## src/rtl/scan_mux.sv

```systemverilog
// N-channel, W-bit registered multiplexer with manual-select and round-robin auto-scan modes.
// Every output is registered, so the channel data and channel tag arrive one cycle after
// the inputs that select them. In scan mode each channel is held for dwell+1 enabled cycles.
module scan_mux #(
  parameter int unsigned N_CH    = 8,
  parameter int unsigned W       = 1,
  parameter int unsigned SEL_W   = 3,
  parameter int unsigned DWELL_W = 8
) (
  input  logic                clk,
  input  logic                rst,
  input  logic [N_CH*W-1:0]   in,
  input  logic                en,
  input  logic                mode,
  input  logic [SEL_W-1:0]    sel,
  input  logic [DWELL_W-1:0]  dwell,
  output logic [W-1:0]        out,
  output logic [SEL_W-1:0]    out_ch,
  output logic                out_valid,
  output logic                wrap
);

  typedef enum logic {
    StManual,
    StScan
  } state_e;

  localparam logic [SEL_W-1:0] LastCh = SEL_W'(N_CH - 1);

  state_e               state_q, state_d;
  logic [SEL_W-1:0]     cur_ch_q, cur_ch_d;
  logic [DWELL_W-1:0]   dwell_cnt_q, dwell_cnt_d;
  logic [W-1:0]         out_q, out_d;
  logic [SEL_W-1:0]     out_ch_q, out_ch_d;
  logic                 out_valid_q, out_valid_d;
  logic                 wrap_q, wrap_d;

  logic [W-1:0]         sel_data;
  logic [W-1:0]         scan_data;
  logic                 sel_ok;

  // Priority-free channel picker; an index with no matching channel yields zero.
  function automatic logic [W-1:0] pick(input logic [N_CH*W-1:0] data,
                                        input logic [SEL_W-1:0]  ch);
    logic [W-1:0] r;
    r = '0;
    for (int unsigned k = 0; k < N_CH; k++) begin
      if (ch == SEL_W'(k)) begin
        r = data[k*W +: W];
      end
    end
    return r;
  endfunction

  // Data for the manual selection and for the current scan channel.
  always_comb begin
    sel_data  = pick(in, sel);
    scan_data = pick(in, cur_ch_q);
    sel_ok    = (32'(sel) < N_CH);
  end

  // Next-state and next-output computation; en=0 holds everything but clears the strobes.
  always_comb begin
    state_d     = state_q;
    cur_ch_d    = cur_ch_q;
    dwell_cnt_d = dwell_cnt_q;
    out_d       = out_q;
    out_ch_d    = out_ch_q;
    out_valid_d = 1'b0;
    wrap_d      = 1'b0;

    if (en) begin
      unique case (state_q)
        StManual: begin
          if (mode) begin
            // Start-up bubble: restart the scan at channel 0, out/out_ch keep their values.
            state_d     = StScan;
            cur_ch_d    = '0;
            dwell_cnt_d = '0;
          end else begin
            out_d       = sel_ok ? sel_data : '0;
            out_ch_d    = sel;
            out_valid_d = sel_ok;
          end
        end
        StScan: begin
          if (!mode) begin
            // Leaving scan samples sel on this same edge, so there is no bubble.
            state_d     = StManual;
            out_d       = sel_ok ? sel_data : '0;
            out_ch_d    = sel;
            out_valid_d = sel_ok;
          end else begin
            out_d       = scan_data;
            out_ch_d    = cur_ch_q;
            out_valid_d = 1'b1;
            // >= so that lowering dwell below the running count forces an advance.
            if (dwell_cnt_q >= dwell) begin
              dwell_cnt_d = '0;
              if (cur_ch_q == LastCh) begin
                cur_ch_d = '0;
                wrap_d   = 1'b1;
              end else begin
                cur_ch_d = cur_ch_q + 1'b1;
              end
            end else begin
              dwell_cnt_d = dwell_cnt_q + 1'b1;
            end
          end
        end
        default: begin
          state_d = StManual;
        end
      endcase
    end
  end

  // State and output registers with synchronous reset.
  always_ff @(posedge clk) begin
    if (rst) begin
      state_q     <= StManual;
      cur_ch_q    <= '0;
      dwell_cnt_q <= '0;
      out_q       <= '0;
      out_ch_q    <= '0;
      out_valid_q <= 1'b0;
      wrap_q      <= 1'b0;
    end else begin
      state_q     <= state_d;
      cur_ch_q    <= cur_ch_d;
      dwell_cnt_q <= dwell_cnt_d;
      out_q       <= out_d;
      out_ch_q    <= out_ch_d;
      out_valid_q <= out_valid_d;
      wrap_q      <= wrap_d;
    end
  end

  assign out       = out_q;
  assign out_ch    = out_ch_q;
  assign out_valid = out_valid_q;
  assign wrap      = wrap_q;

endmodule

```

## config.mk

```make
export PLATFORM = sky130hd
export DESIGN_NAME = scan_mux
export DESIGN_NICKNAME = d
export VERILOG_FILES = /design/src/rtl/scan_mux.sv
export SDC_FILE = /design/constraint.sdc
export NUM_CORES = 1
export LEC_CHECK = 0
export ABC_AREA = 1
export BUFFER_PORTS_ARGS = -buffer_cell sky130_fd_sc_hd__buf_2
export CAP_MARGIN = 20
export CORE_ASPECT_RATIO = 1.4
export CORE_MARGIN = 2
export CORE_UTILIZATION = 40
export CTS_BUF_LIST = sky130_fd_sc_hd__clkbuf_16
export DETAILED_ROUTE_END_ITERATION = 7
export GPL_TIMING_DRIVEN = 0
export HOLD_SLACK_MARGIN = 0.1
export RECOVER_POWER = 50
export SLEW_MARGIN = 20
export SYNTH_ARGS = -nofsm -noshare
export SYNTH_HDL_FRONTEND = slang
export SYNTH_SLANG_ARGS = --single-unit
```

## constraint.sdc

```tcl
create_clock -name clk -period 3.2 [get_ports clk]
set_input_delay 0.48 -clock clk [delete_from_list [all_inputs] [get_ports clk]]
set_output_delay 0.48 -clock clk [all_outputs]
set_load 0.02 [all_outputs]
```

* Yosys cells after proc, flatten, opt, wreduce, memory -nomap -nowiden
Cells that the tools add are included.
** Cells by class
- Add/sub/neg operators :: 2
- Order comparisons :: 1
- Eq/ne operators :: 18
- Multiplexer cells :: 35
- Bitwise gates (word level) :: 4
- Reduce and logical (&&, ||, !) cells :: 7
** Operators by type and width (number)
- 3-bit == test (second input constant) :: 8
- 8-bit 2-to-1 mux :: 3
- 1-bit 2-to-1 mux :: 21
- 3-bit 2-to-1 mux :: 6
- 8-bit case mux with 2 select lines :: 1
- 3-bit by 2-bit == test with 1-bit output (second input constant) :: 4
- 3-bit case mux with 2 select lines :: 2
- 8-bit by 1-bit adder with 8-bit output (second input constant) :: 1
- 8-bit >= comparator :: 1
- 3-bit by 1-bit == test with 1-bit output (second input constant) :: 2
- 3-bit zero test :: 2
- 2-bit inequality test (second input constant) :: 3
- 5-bit OR reduction :: 1
- 1-bit inverter :: 4
- 1-bit case mux with 2 select lines :: 2
- 4-bit AND reduction :: 1
- 3-bit by 1-bit adder with 3-bit output (second input constant) :: 1
- 3-bit AND reduction :: 1
- 2-bit by 1-bit inequality test with 1-bit output (second input constant) :: 1
- 2-bit AND reduction :: 1
- 2-bit OR reduction :: 1
** Word-level totals
- Register bits :: 18
- Output and inout port bits :: 6

* Longest topological paths before layout
- Depth after elaboration :: 11
- Gate-level depth with buffers :: 15
- Gate-level depth less buffers :: 15

* Worst setup path after synthesis
Ideal clock, no wire load.
- Path kind :: input to register
- Start point :: in dwell[7]
- End point :: reg cur_ch_q[1]
- Setup time :: 76 ps
- Arrival :: 1620 ps
- Data required time :: 3124 ps
- Setup slack :: 1505 ps
- Stages :: 8
- Buffers on the path :: 0
- Cell sequence :: inv_1 -> ha_1 -> a21oi_1 -> o21a_1 -> nand3_1 -> o21ai_1 -> nand2_1 -> o22ai_1
** Between the ends
- Cells in the longest elaborated chain, start to end :: 3
** Ends and longest elaborated chain
- start: declaration :: RTL line 16 : input logic [DWELL_W-1:0] dwell,
- 8-bit >= comparator :: RTL line 98 : if (dwell_cnt_q >= dwell) begin
- 2-bit by 1-bit inequality test with 1-bit output (no line)
- 4-bit AND reduction (no line)
- end signal: assignment :: RTL line 130 : cur_ch_q <= cur_ch_d;
- end: declaration :: RTL line 31 : logic [SEL_W-1:0] cur_ch_q, cur_ch_d;
No other way between the ends.
A chain may end at the register's enable or synchronous reset.

* Worst setup path after layout
Same ends and word-level chain as after synthesis.

==> impl_metrics.json <==
{
  "status": "finished clean",
  "vias": 1150,
  "cap_viol_max_count": 0,
  "die_y_um": 68.77,
  "dp_hpwl_um": 2150,
  "clock_skew_ns": 0.002029,
  "worstHoldStart": "out",
  "static-leakage-power_nw": 0.7140,
  "timing.fmax_mhz": 554.7,
  "worst-endpoint-required_ns": 3.37,
  "synth.ff_latch_count": 18,
  "syn_nets": 210,
  "route.detailed.vias_per_inst": 4.772,
  "core_sq_mm": 0.002849,
  "clock_latency_ns": 0.25,
  "io_pins": 29,
  "critical_path_arrival_ns": 1.98,
  "power.ir.vdd_worst_uv": 284.6,
  "cts_setup_buffers": 0,
  "regToRegStartpoint": "dwell_cnt_q[5]",
  "cells_resized_by_post_cts_repair": 0,
  "mappedNetlistArea_sq_mm": 0.001199,
  "max-slew-margin-rel": 0.6421,
  "start_util": 0.4207,
  "cts-buffers-inserted": 3,
  "first_pass_iters": 4,
  "drt-wirelength-per-cell_um": 10.58,
  "ys_types": 26,
  "area_delta_synth_final_pct": 20.98,
  "fillerInstances": 303,
  "drive_gt1_frac": 0.1520,
  "fp-row-count": 23,
  "utilization": 0.5090,
  "layout_min_cycle_time_ns": 1.803,
  "setup_violations": 0,
  "max-clock-path-buffers": 2,
  "place.port_buffers": 28,
  "synthesis.instances": 172,
  "drt.antenna.violating_nets": 0,
  "clock_tree.htree_level_count": 1,
  "timing.final.max_slew_violations": 0,
  "grt_max_degree": 11,
  "setup.worst_path.end_class": "flip-flop",
  "start_kind": "input pin",
  "antenna_found_initial": 0,
  "worst_hold_path_type": "reg -> reg",
  "first_iter_violations": 13,
  "hold_viol_final": 0,
  "cts_sinks": 18,
  "setup_total_negative_slack_ns": 0,
  "antenna-diode-count": 0,
  "synth_warnings": 0,
  "first_global_vias": 1084,
  "synth_area_per_cell_sq_um": 6.969,
  "seq_area_frac_synth": 0.3006,
  "pwr_density_cell_mw_per_mm2": 376.4,
  "gpl.final_weighted_congestion": 0.8268,
  "fin_hold_ws_ns": 0.4666,
  "path_max_fanout": 7,
  "global_route.usage.total": 0.1700,
  "worst_slack_ns": 1.397,
  "timing_worst_setup_path_type": "in -> reg",
  "post-route-period-util": 0.5634,
  "cts-root-buf": "clkbuf_16",
  "grt_setup_unrepaired": "no",
  "cts_tree": "yes",
  "cts.hold.buffers_added": 0,
  "worst_setup_hold_path_clk_slew_ns": 0.05,
  "fp.dieArea_sq_mm": 0.003457,
  "worst-slew-pin-transition_ns": 0.5369,
  "crit_start": "dwell[7]",
  "number_of_drc_violations_after_detailed_routing": 0,
  "pre_cts_slack_ns": 1.130,
  "floorplan.die.width_um": 50.27,
  "design.final.nets": 243,
  "route.final.wire_length_um": 2549,
  "grt_pass1_wl_um": 4429,
  "overflow": 0
}
placed cells by master (no fill, tap or decap), drive strengths merged:
master	Yosys	final
nand2	37	37
inv	30	30
buf	0	22
nor2	22	22
dfxtp	18	18
a21oi	17	17
ha	15	15
o21ai	10	10
clkbuf	0	9
nand3	6	6
xor2	4	4
nand3b	2	2
xnor2	2	2
o21a	1	1
nand4	1	1
or2	1	1
a211oi	1	1
nor3	1	1
a31oi	1	1
a22oi	1	1
o211a	1	1
o22ai	1	1
clkinv	0	1
synthesized netlist by cell type:
library cell   n  area, sq um
a21oi_2        1        8.760
a31oi_1        1        6.260
inv_1         27        101.4
nand3_2        1        10.01
nand2_2        2        12.51
nand2_1       35        131.4
o22ai_1        1        6.260
o21ai_0        8        40.04
nor3_1         1        5.000
o211a_1        1        10.01
o21a_1         1        7.510
xor2_1         4        35.03
a211oi_1       1        7.510
a22oi_1        1        7.510
or2_0          1        6.260
xnor2_1        2        17.52
a21oi_1       16        80.08
ha_1          15        187.7
inv_2          3        11.26
nor2_4         1        11.26
dfxtp_1       18        360.4
nand3_1        5        25.02
nor2_1        21        78.83
nand3b_1       2        15.01
o21ai_1        2        10.01
nand4_1        1        6.260
where the power goes:
part | internal [mW] | leakage, nW | switching (mW)
registers | 0.230 | 0.146 | 0.00281
clock network | 0.166 | 0.0385 | 0.0821
logic | 0.0251 | 0.529 | 0.0398
cell families (layout without fill, tap and decap cells):
kind of cell	Yosys count	count (layout)	synth area share
compound gates	33	33	0.1535
flops	18	18	0.3006
buf+inv	30	62	0.09395
fa+ha+maj	15	15	0.1566
simple gates	70	70	0.2516
xor+xnor	6	6	0.04384
routing by layer:
| layer | GRT usage | vias to the layer above | part of all wire |
|---|---|---|---|
| li1 | - | 614 | - |
| met1 | 0.1770 | 510 | 0.40 |
| met2 | 0.3339 | 21 | 0.55 |
| met3 | 0.01940 | 5 | 0.030 |
| met4 | 0.08333 | 0 | 0.022 |
| met5 | 0 | - | 0 |
flip-flops by register name (all words and copies together), names as in the netlist:
register / count
cur_ch_q: 3
out: 1
out_ch: 3
wrap: 1
dwell_cnt_q: 8
out_valid: 1
state_q: 1
cell type report:
cell class | instances | area [sq um] | share of cell area
multi-input combinational | 124 | 719.4 | 0.4961
sequential | 18 | 360.3 | 0.2485
tap | 37 | 46.29 | 0.03192
clock inverter | 1 | 3.754 | 0.002588
timing repair buffer | 28 | 132.6 | 0.09146
clock buffer | 3 | 75.07 | 0.05177
inverter | 30 | 112.6 | 0.07765
worst max-delay path, cell delays in order:
cell,delay (ns)
buf_2,0.07
inv_1,0.03
ha_1,0.29
a21oi_1,0.17
o21a_1,0.16
nand3_1,0.15
o21ai_1,0.26
nand2_1,0.21
o22ai_1,0.15
per-stage QoR:
step	total power, mW	instance area [sq um]	instances
2_1_floorplan	0.2744	1199	172
3_3_place_gp	0.3029	1385	237
3_5_place_dp	0.3048	1385	237
4_1_cts	0.5511	1464	241
5_1_grt	0.5743	1450	241
6_report	0.5458	1450	241
final timing paths:
check                end  slack, ns  cells after the start
max          cur_ch_q[1]       1.40                      9
min                  out       0.47                      2
max reg2reg  cur_ch_q[1]       1.40                      7
min reg2reg          out       0.47                      2
(Power assumes the default switching activity.)
